[src/rtl/fetch_unit_if.sv]
// Fetch-stage bus: instruction-memory request side and decode-side
// instruction handoff, plus controller next-PC selects.
interface fetch_unit_if #(
    parameter int CNT_W = 32
);
    logic        imem_req_o;
    logic [31:0] imem_addr_o32;
    logic        imem_ready_i;
    logic [31:0] imem_rdata_i32;
    logic        instr_valid_o;
    logic        instr_ready_i;
    logic [31:0] instr_o32;
    logic [31:0] pc_o32;
    logic [31:0] pc_plus4_o32;
    logic        pc_branch_i;
    logic        pc_j_i;
`ifdef FETCH_PERF_CNT_EN
    logic [CNT_W-1:0] fetch_cnt_o;
    logic [CNT_W-1:0] wait_cnt_o;

    modport master (
        output imem_req_o, imem_addr_o32,
        input  imem_ready_i, imem_rdata_i32,
        output instr_valid_o, instr_o32, pc_o32, pc_plus4_o32,
        input  instr_ready_i, pc_branch_i, pc_j_i,
        output fetch_cnt_o, wait_cnt_o
    );

    modport slave (
        input  imem_req_o, imem_addr_o32,
        output imem_ready_i, imem_rdata_i32,
        input  instr_valid_o, instr_o32, pc_o32, pc_plus4_o32,
        output instr_ready_i, pc_branch_i, pc_j_i,
        input  fetch_cnt_o, wait_cnt_o
    );
`else
    modport master (
        output imem_req_o, imem_addr_o32,
        input  imem_ready_i, imem_rdata_i32,
        output instr_valid_o, instr_o32, pc_o32, pc_plus4_o32,
        input  instr_ready_i, pc_branch_i, pc_j_i
    );

    modport slave (
        input  imem_req_o, imem_addr_o32,
        output imem_ready_i, imem_rdata_i32,
        input  instr_valid_o, instr_o32, pc_o32, pc_plus4_o32,
        output instr_ready_i, pc_branch_i, pc_j_i
    );
`endif

    if (CNT_W < 1) begin : g_bad_cnt_w
        $error("CNT_W must be at least 1");
    end
endinterface

[src/rtl/fetch_unit.sv]
// MIPS instruction-fetch stage: PC, imem handshake, instruction register.
// Optional perf counters when FETCH_PERF_CNT_EN is defined.
module fetch_unit #(
    parameter logic [31:0] RESET_PC = 32'h0000_0000,
    parameter int          CNT_W    = 32
) (
    input  logic        clk_i,
    input  logic        rst_n_i,
    fetch_unit_if.master bus
);
    typedef enum logic {
        REQ,
        VALID
    } state_t;

    state_t      state_q;
    logic [31:0] pc_q;
    logic [31:0] instr_q;
    logic [31:0] pc_plus4;
    logic [31:0] br_off;
    logic [31:0] next_pc;
    logic        take;

    assign pc_plus4 = pc_q + 32'd4;
    assign br_off   = {{14{instr_q[15]}}, instr_q[15:0], 2'b00};
    assign take     = (state_q == VALID) && bus.instr_ready_i;

    // Jump wins over branch when the controller raises both.
    always_comb begin
        next_pc = pc_plus4;
        if (bus.pc_j_i)
            next_pc = {pc_plus4[31:28], instr_q[25:0], 2'b00};
        else if (bus.pc_branch_i)
            next_pc = pc_plus4 + br_off;
    end

    always_ff @(posedge clk_i) begin
        if (!rst_n_i) begin
            state_q <= REQ;
            pc_q    <= {RESET_PC[31:2], 2'b00};
            instr_q <= 32'h0;
        end else begin
            unique case (state_q)
                REQ: begin
                    if (bus.imem_ready_i) begin
                        instr_q <= bus.imem_rdata_i32;
                        state_q <= VALID;
                    end
                end
                VALID: begin
                    if (bus.instr_ready_i) begin
                        pc_q    <= {next_pc[31:2], 2'b00};
                        state_q <= REQ;
                    end
                end
            endcase
        end
    end

    // Request is masked during reset so no fetch leaks out.
    assign bus.imem_req_o    = rst_n_i && (state_q == REQ);
    assign bus.imem_addr_o32 = pc_q;
    assign bus.instr_valid_o = (state_q == VALID);
    assign bus.instr_o32     = instr_q;
    assign bus.pc_o32        = pc_q;
    assign bus.pc_plus4_o32  = pc_plus4;

`ifdef FETCH_PERF_CNT_EN
    logic [CNT_W-1:0] fetch_cnt_q;
    logic [CNT_W-1:0] wait_cnt_q;
    logic             waiting;

    assign waiting = (state_q == REQ) && !bus.imem_ready_i;

    always_ff @(posedge clk_i) begin
        if (!rst_n_i) begin
            fetch_cnt_q <= '0;
            wait_cnt_q  <= '0;
        end else begin
            if (take && !(&fetch_cnt_q))
                fetch_cnt_q <= fetch_cnt_q + CNT_W'(1);
            if (waiting && !(&wait_cnt_q))
                wait_cnt_q <= wait_cnt_q + CNT_W'(1);
        end
    end

    assign bus.fetch_cnt_o = fetch_cnt_q;
    assign bus.wait_cnt_o  = wait_cnt_q;
`else
    logic unused_take;
    assign unused_take = take;
`endif

    if (CNT_W < 1) begin : g_bad_cnt_w
        $error("CNT_W must be at least 1");
    end
endmodule

[src/flat_wrapper.sv]
// flat-port wrapper written by rule: the top's interface ports become plain ports
module fetch_unit_flat 
#(
    parameter logic [31:0] RESET_PC = 32'h0000_0000,
    parameter int          CNT_W    = 32
)
  (clk_i, rst_n_i, bus_imem_req_o, bus_imem_addr_o32, bus_imem_ready_i, bus_imem_rdata_i32, bus_instr_valid_o, bus_instr_o32, bus_pc_o32, bus_pc_plus4_o32, bus_instr_ready_i, bus_pc_branch_i, bus_pc_j_i);
  fetch_unit_if #(.CNT_W(CNT_W)) bus_i ();
  input  logic clk_i;
  input  logic rst_n_i;
  output wire logic [$bits(bus_i.imem_req_o)-1:0] bus_imem_req_o;
  output wire logic [$bits(bus_i.imem_addr_o32)-1:0] bus_imem_addr_o32;
  input wire logic [$bits(bus_i.imem_ready_i)-1:0] bus_imem_ready_i;
  input wire logic [$bits(bus_i.imem_rdata_i32)-1:0] bus_imem_rdata_i32;
  output wire logic [$bits(bus_i.instr_valid_o)-1:0] bus_instr_valid_o;
  output wire logic [$bits(bus_i.instr_o32)-1:0] bus_instr_o32;
  output wire logic [$bits(bus_i.pc_o32)-1:0] bus_pc_o32;
  output wire logic [$bits(bus_i.pc_plus4_o32)-1:0] bus_pc_plus4_o32;
  input wire logic [$bits(bus_i.instr_ready_i)-1:0] bus_instr_ready_i;
  input wire logic [$bits(bus_i.pc_branch_i)-1:0] bus_pc_branch_i;
  input wire logic [$bits(bus_i.pc_j_i)-1:0] bus_pc_j_i;
  assign bus_imem_req_o = bus_i.imem_req_o;
  assign bus_imem_addr_o32 = bus_i.imem_addr_o32;
  assign bus_i.imem_ready_i = bus_imem_ready_i;
  assign bus_i.imem_rdata_i32 = bus_imem_rdata_i32;
  assign bus_instr_valid_o = bus_i.instr_valid_o;
  assign bus_instr_o32 = bus_i.instr_o32;
  assign bus_pc_o32 = bus_i.pc_o32;
  assign bus_pc_plus4_o32 = bus_i.pc_plus4_o32;
  assign bus_i.instr_ready_i = bus_instr_ready_i;
  assign bus_i.pc_branch_i = bus_pc_branch_i;
  assign bus_i.pc_j_i = bus_pc_j_i;
  fetch_unit #(.RESET_PC(RESET_PC), .CNT_W(CNT_W)) u_core (.clk_i(clk_i), .rst_n_i(rst_n_i), .bus(bus_i));
endmodule
[config.mk]
export PLATFORM = sky130hd
export DESIGN_NAME = fetch_unit_flat
export DESIGN_NICKNAME = d
export VERILOG_FILES = /design/src/rtl/fetch_unit_if.sv /design/src/rtl/fetch_unit.sv /design/src/flat_wrapper.sv
export SDC_FILE = /design/constraint.sdc
export NUM_CORES = 1
export LEC_CHECK = 0
export CAP_MARGIN = 20
export CORE_AREA = 4 4 149 151
export DETAILED_ROUTE_END_ITERATION = 8
export DIE_AREA = 0 0 153 155
export PLACE_DENSITY = 0.53
export SLEW_MARGIN = 10
export SYNTH_ARGS = -nofsm -noshare
export SYNTH_HDL_FRONTEND = slang
export SYNTH_SLANG_ARGS = --single-unit
[constraint.sdc]
create_clock -name clk_i -period 3.35 [get_ports clk_i]
set_input_delay 0.67 -clock clk_i [delete_from_list [all_inputs] [get_ports clk_i]]
set_output_delay 0.67 -clock clk_i [all_outputs]
set_load 0.02 [all_outputs]
==> metrics.txt <==
CTS Buf Count=9; final setup margin=-0.06695 ns; placed cell areas=between 7000 and 8000 um2; Crit-path slowest cell=or3_4; worst-margin pin slew=just over 0.8 ns; top post-synthesis cells by area=dfxtp_1, nand2_1, ha_1; detailed placement HPWL=15900 um; kind of critical path=flop to flop; Placed Cells=about 1.2k; post-route cell area=about 8600 um2; routed len/inst=17.15 um; fin crit share=1.020; nature of the critical path startpoint=flop; die area=~24000 um2; global-route wire length before repair=between 30000 and 40000 um; GR Overflow Total=0; port bufs=161; CTS tree=built; maximum clock rate=292.7 MHz; Worst VDD drop=about 0.00023 V; unrepaired setup endpoints after global routing=true; final slew viol count=0; die span in y=~160 um; CTS H-tree depth=3; CP delay by family, top=simple AND/OR/NAND/NOR gates; Yosys cell types=between 50 and 60; largest net degree at the start of global routing=32; #FFs+latches synth=63; 1st-iter DRT viols=between 300 and 400; DRC=0; Die W=~150 um; outcome=complete, but fails checks; Most used DFF post-synth=dfxtp_1; met2 wire len=between 9000 and 10000 um; CP bufs+invs=2; syn_area_per_cell=between 7 and 8 um2; violated checks=negative setup slack; Hold-fix buffers, CTS=0; DR vias/cell=about 4.8; Clock Sinks=63; Mapped Area=5174 um2; Fin. Hold Viols=0; Layout Nets=about 1.0k; share of layout cells above drive strength 1=0.2635; max cap viols=0; vias in the first global route=about 5.7k; core area=approximately 21000 um2; Rel. slew slack=0.4542; All-Layer GR Usage=0.1684; Power Density=298.0 nW/um2; sequential share of the synthesized area=0.2438; final wirelength=~21000 um; Clock Path Buffers=2; initial core utilization=0.2485; most used cell, CP=buf_6; non-filler cells, final=1220; Std-Cell Rows=53; Critical Path End Type=flop; Leak=~3.7 nW; Fin Hold WS=about 0.46 ns; top cell type's share of synthesized area=0.2438; worst min path class=flop to flop; ANT cells=0; clock root buffer=clkbuf_16; Post-synth EDFFs=0; WL met1=about 9800 um; Clock transition at path regs=0.06 ns; Post-synth top cells=nand2_1, dfxtp_1, a21oi_1; cells after synthesis=just under 700; global placement routability congestion=between 0.8 and 0.9; Worst Path Required=approximately 3.6 ns; io pins=approximately 170; arrival time at the worst endpoint=3.66 ns; dpl ws=-0.3018 ns; Final ANT Viol Nets=0; total number of yosys warnings=0; critical path peak fanout=4; met3 WL=approximately 1400 um; Final min period=3.417 ns; Max Clock Skew=approximately 0.0084 ns; CP max stage delay=0.40 ns; TritonRoute pass-1 iters=5; top cell type by total area after synthesis=dfxtp_1; antenna violations before repair=0; setup violators final=1; worst-skew pair later-pin latency=0.34 ns; Max Used Layer=met4; CP Cell Sequence=ha_4 -> nand3_4 -> nor2_4 -> buf_6 -> nand4_1 -> buf_6 -> nor3_4 -> xor2_2 -> ha_1 -> a21o_1 -> a21oi_2 -> nand3b_1 -> or3_4 -> nand3_2 -> a211oi_1 -> or3_1 -> a32o_1; vias=5839; ys async rst share=0; setup_tns=-0.06695 ns; Area growth syn-to-layout=66.43%; most frequent cell after synthesis=nand2_1
routing by layer:
metal / global-route usage / vias up
li1: - / 2893
met1: 0.2315 / 2733
met2: 0.2712 / 194
met3: 0.04089 / 19
met4: 0.03267 / 0
met5: 0 / -
registers in the layout (all words and copies together) (netlist names):
| name | count |
|---|---|
| u_core.bus.instr_valid_o | 1 |
| u_core.bus.instr_o32 | 32 |
| u_core.bus.imem_addr_o32 | 30 |
power breakdown:
group | internal [mW] | total, mW | switching [mW]
combinational | 0.328 | 0.695 | 0.367
clock | 0.662 | 1.04 | 0.381
sequential | 0.783 | 0.828 | 0.0444
total | 1.77 | 2.57 | 0.792
worst reg2reg max path, delay by kind of cell (launching register included):
family	cells	cell delay, ns
buf+inv	2	0.29
xor+xnor	1	0.18
compound gates	4	0.68
fa+ha+maj	2	0.42
flops	1	0.36
simple gates	8	1.39
metrics by stage:
step / util / total power [mW]
2_1_floorplan: - / 1.194
3_3_place_gp: 0.3814 / 1.521
3_5_place_dp: 0.3814 / 1.519
4_1_cts: 0.4013 / 2.575
5_1_grt: 0.4135 / 2.685
6_report: 0.4135 / 2.566
cell usage in the layout (no fill, tap or decap), types with 7 or more instances in the layout:
| cell type | instances |
|---|---|
| dfxtp_4 | 7 |
| clkdlybuf4s50_1 | 151 |
| xnor2_1 | 20 |
| nand4_1 | 11 |
| nor3_1 | 7 |
| a21o_1 | 11 |
| nor2_1 | 34 |
| clkbuf_16 | 10 |
| a21boi_0 | 38 |
| dfxtp_1 | 51 |
| inv_1 | 11 |
| nor2b_1 | 8 |
| and3_1 | 10 |
| xor2_1 | 13 |
| ha_1 | 30 |
| nand3_1 | 15 |
| mux2i_1 | 7 |
| a21oi_1 | 25 |
| o31ai_1 | 7 |
| xnor2_2 | 8 |
| a21oi_2 | 16 |
| o21ai_0 | 32 |
| buf_4 | 140 |
| nand2_1 | 125 |
| o211ai_1 | 11 |
| a211oi_1 | 10 |
final timing paths:
kind                            slack [ns]                        start  cells past startpoint                           end
worst min register to register        0.46     u_core.bus.instr_o32[29]                      2      u_core.bus.instr_o32[29]
worst min-delay path                  0.46     u_core.bus.instr_o32[29]                      2      u_core.bus.instr_o32[29]
worst max-delay path                 -0.07  u_core.bus.imem_addr_o32[3]                     17  u_core.bus.imem_addr_o32[31]
worst max register to register       -0.07  u_core.bus.imem_addr_o32[3]                     17  u_core.bus.imem_addr_o32[31]
area by class of cell:
type | instances | area [um2]
Fill cell | 2119 | 12210
Multi-Input combinational cell | 548 | 3877
Timing Repair Buffer | 307 | 2734
Sequential cell | 63 | 1294
Tap cell | 275 | 344.1
Clock buffer | 14 | 285.3
Inverter | 11 | 41.29
Clock inverter | 2 | 35.03
repair_timing:
| item | 4_1_cts | 5_1_grt |
|---|---|---|
| buffers inserted | 3 | 10 |
| gates resized for setup | 24 | 49 |
| pin swaps | 13 | 36 |
| setup endpoints to repair | 22 | 22 |
cells by family after synthesis:
| family | synth area share |
|---|---|
| other | 0.0007248 |
| AO/OA/AOI/OAI | 0.2561 |
| XOR/XNOR | 0.08126 |
| adder cells (fa/ha/maj) | 0.09093 |
| flip-flops | 0.2438 |
| buffers and inverters | 0.08440 |
| multiplexers | 0.01572 |
| AND/OR/NAND/NOR | 0.2271 |
Note: power is estimated with default switching activity, not from simulation.
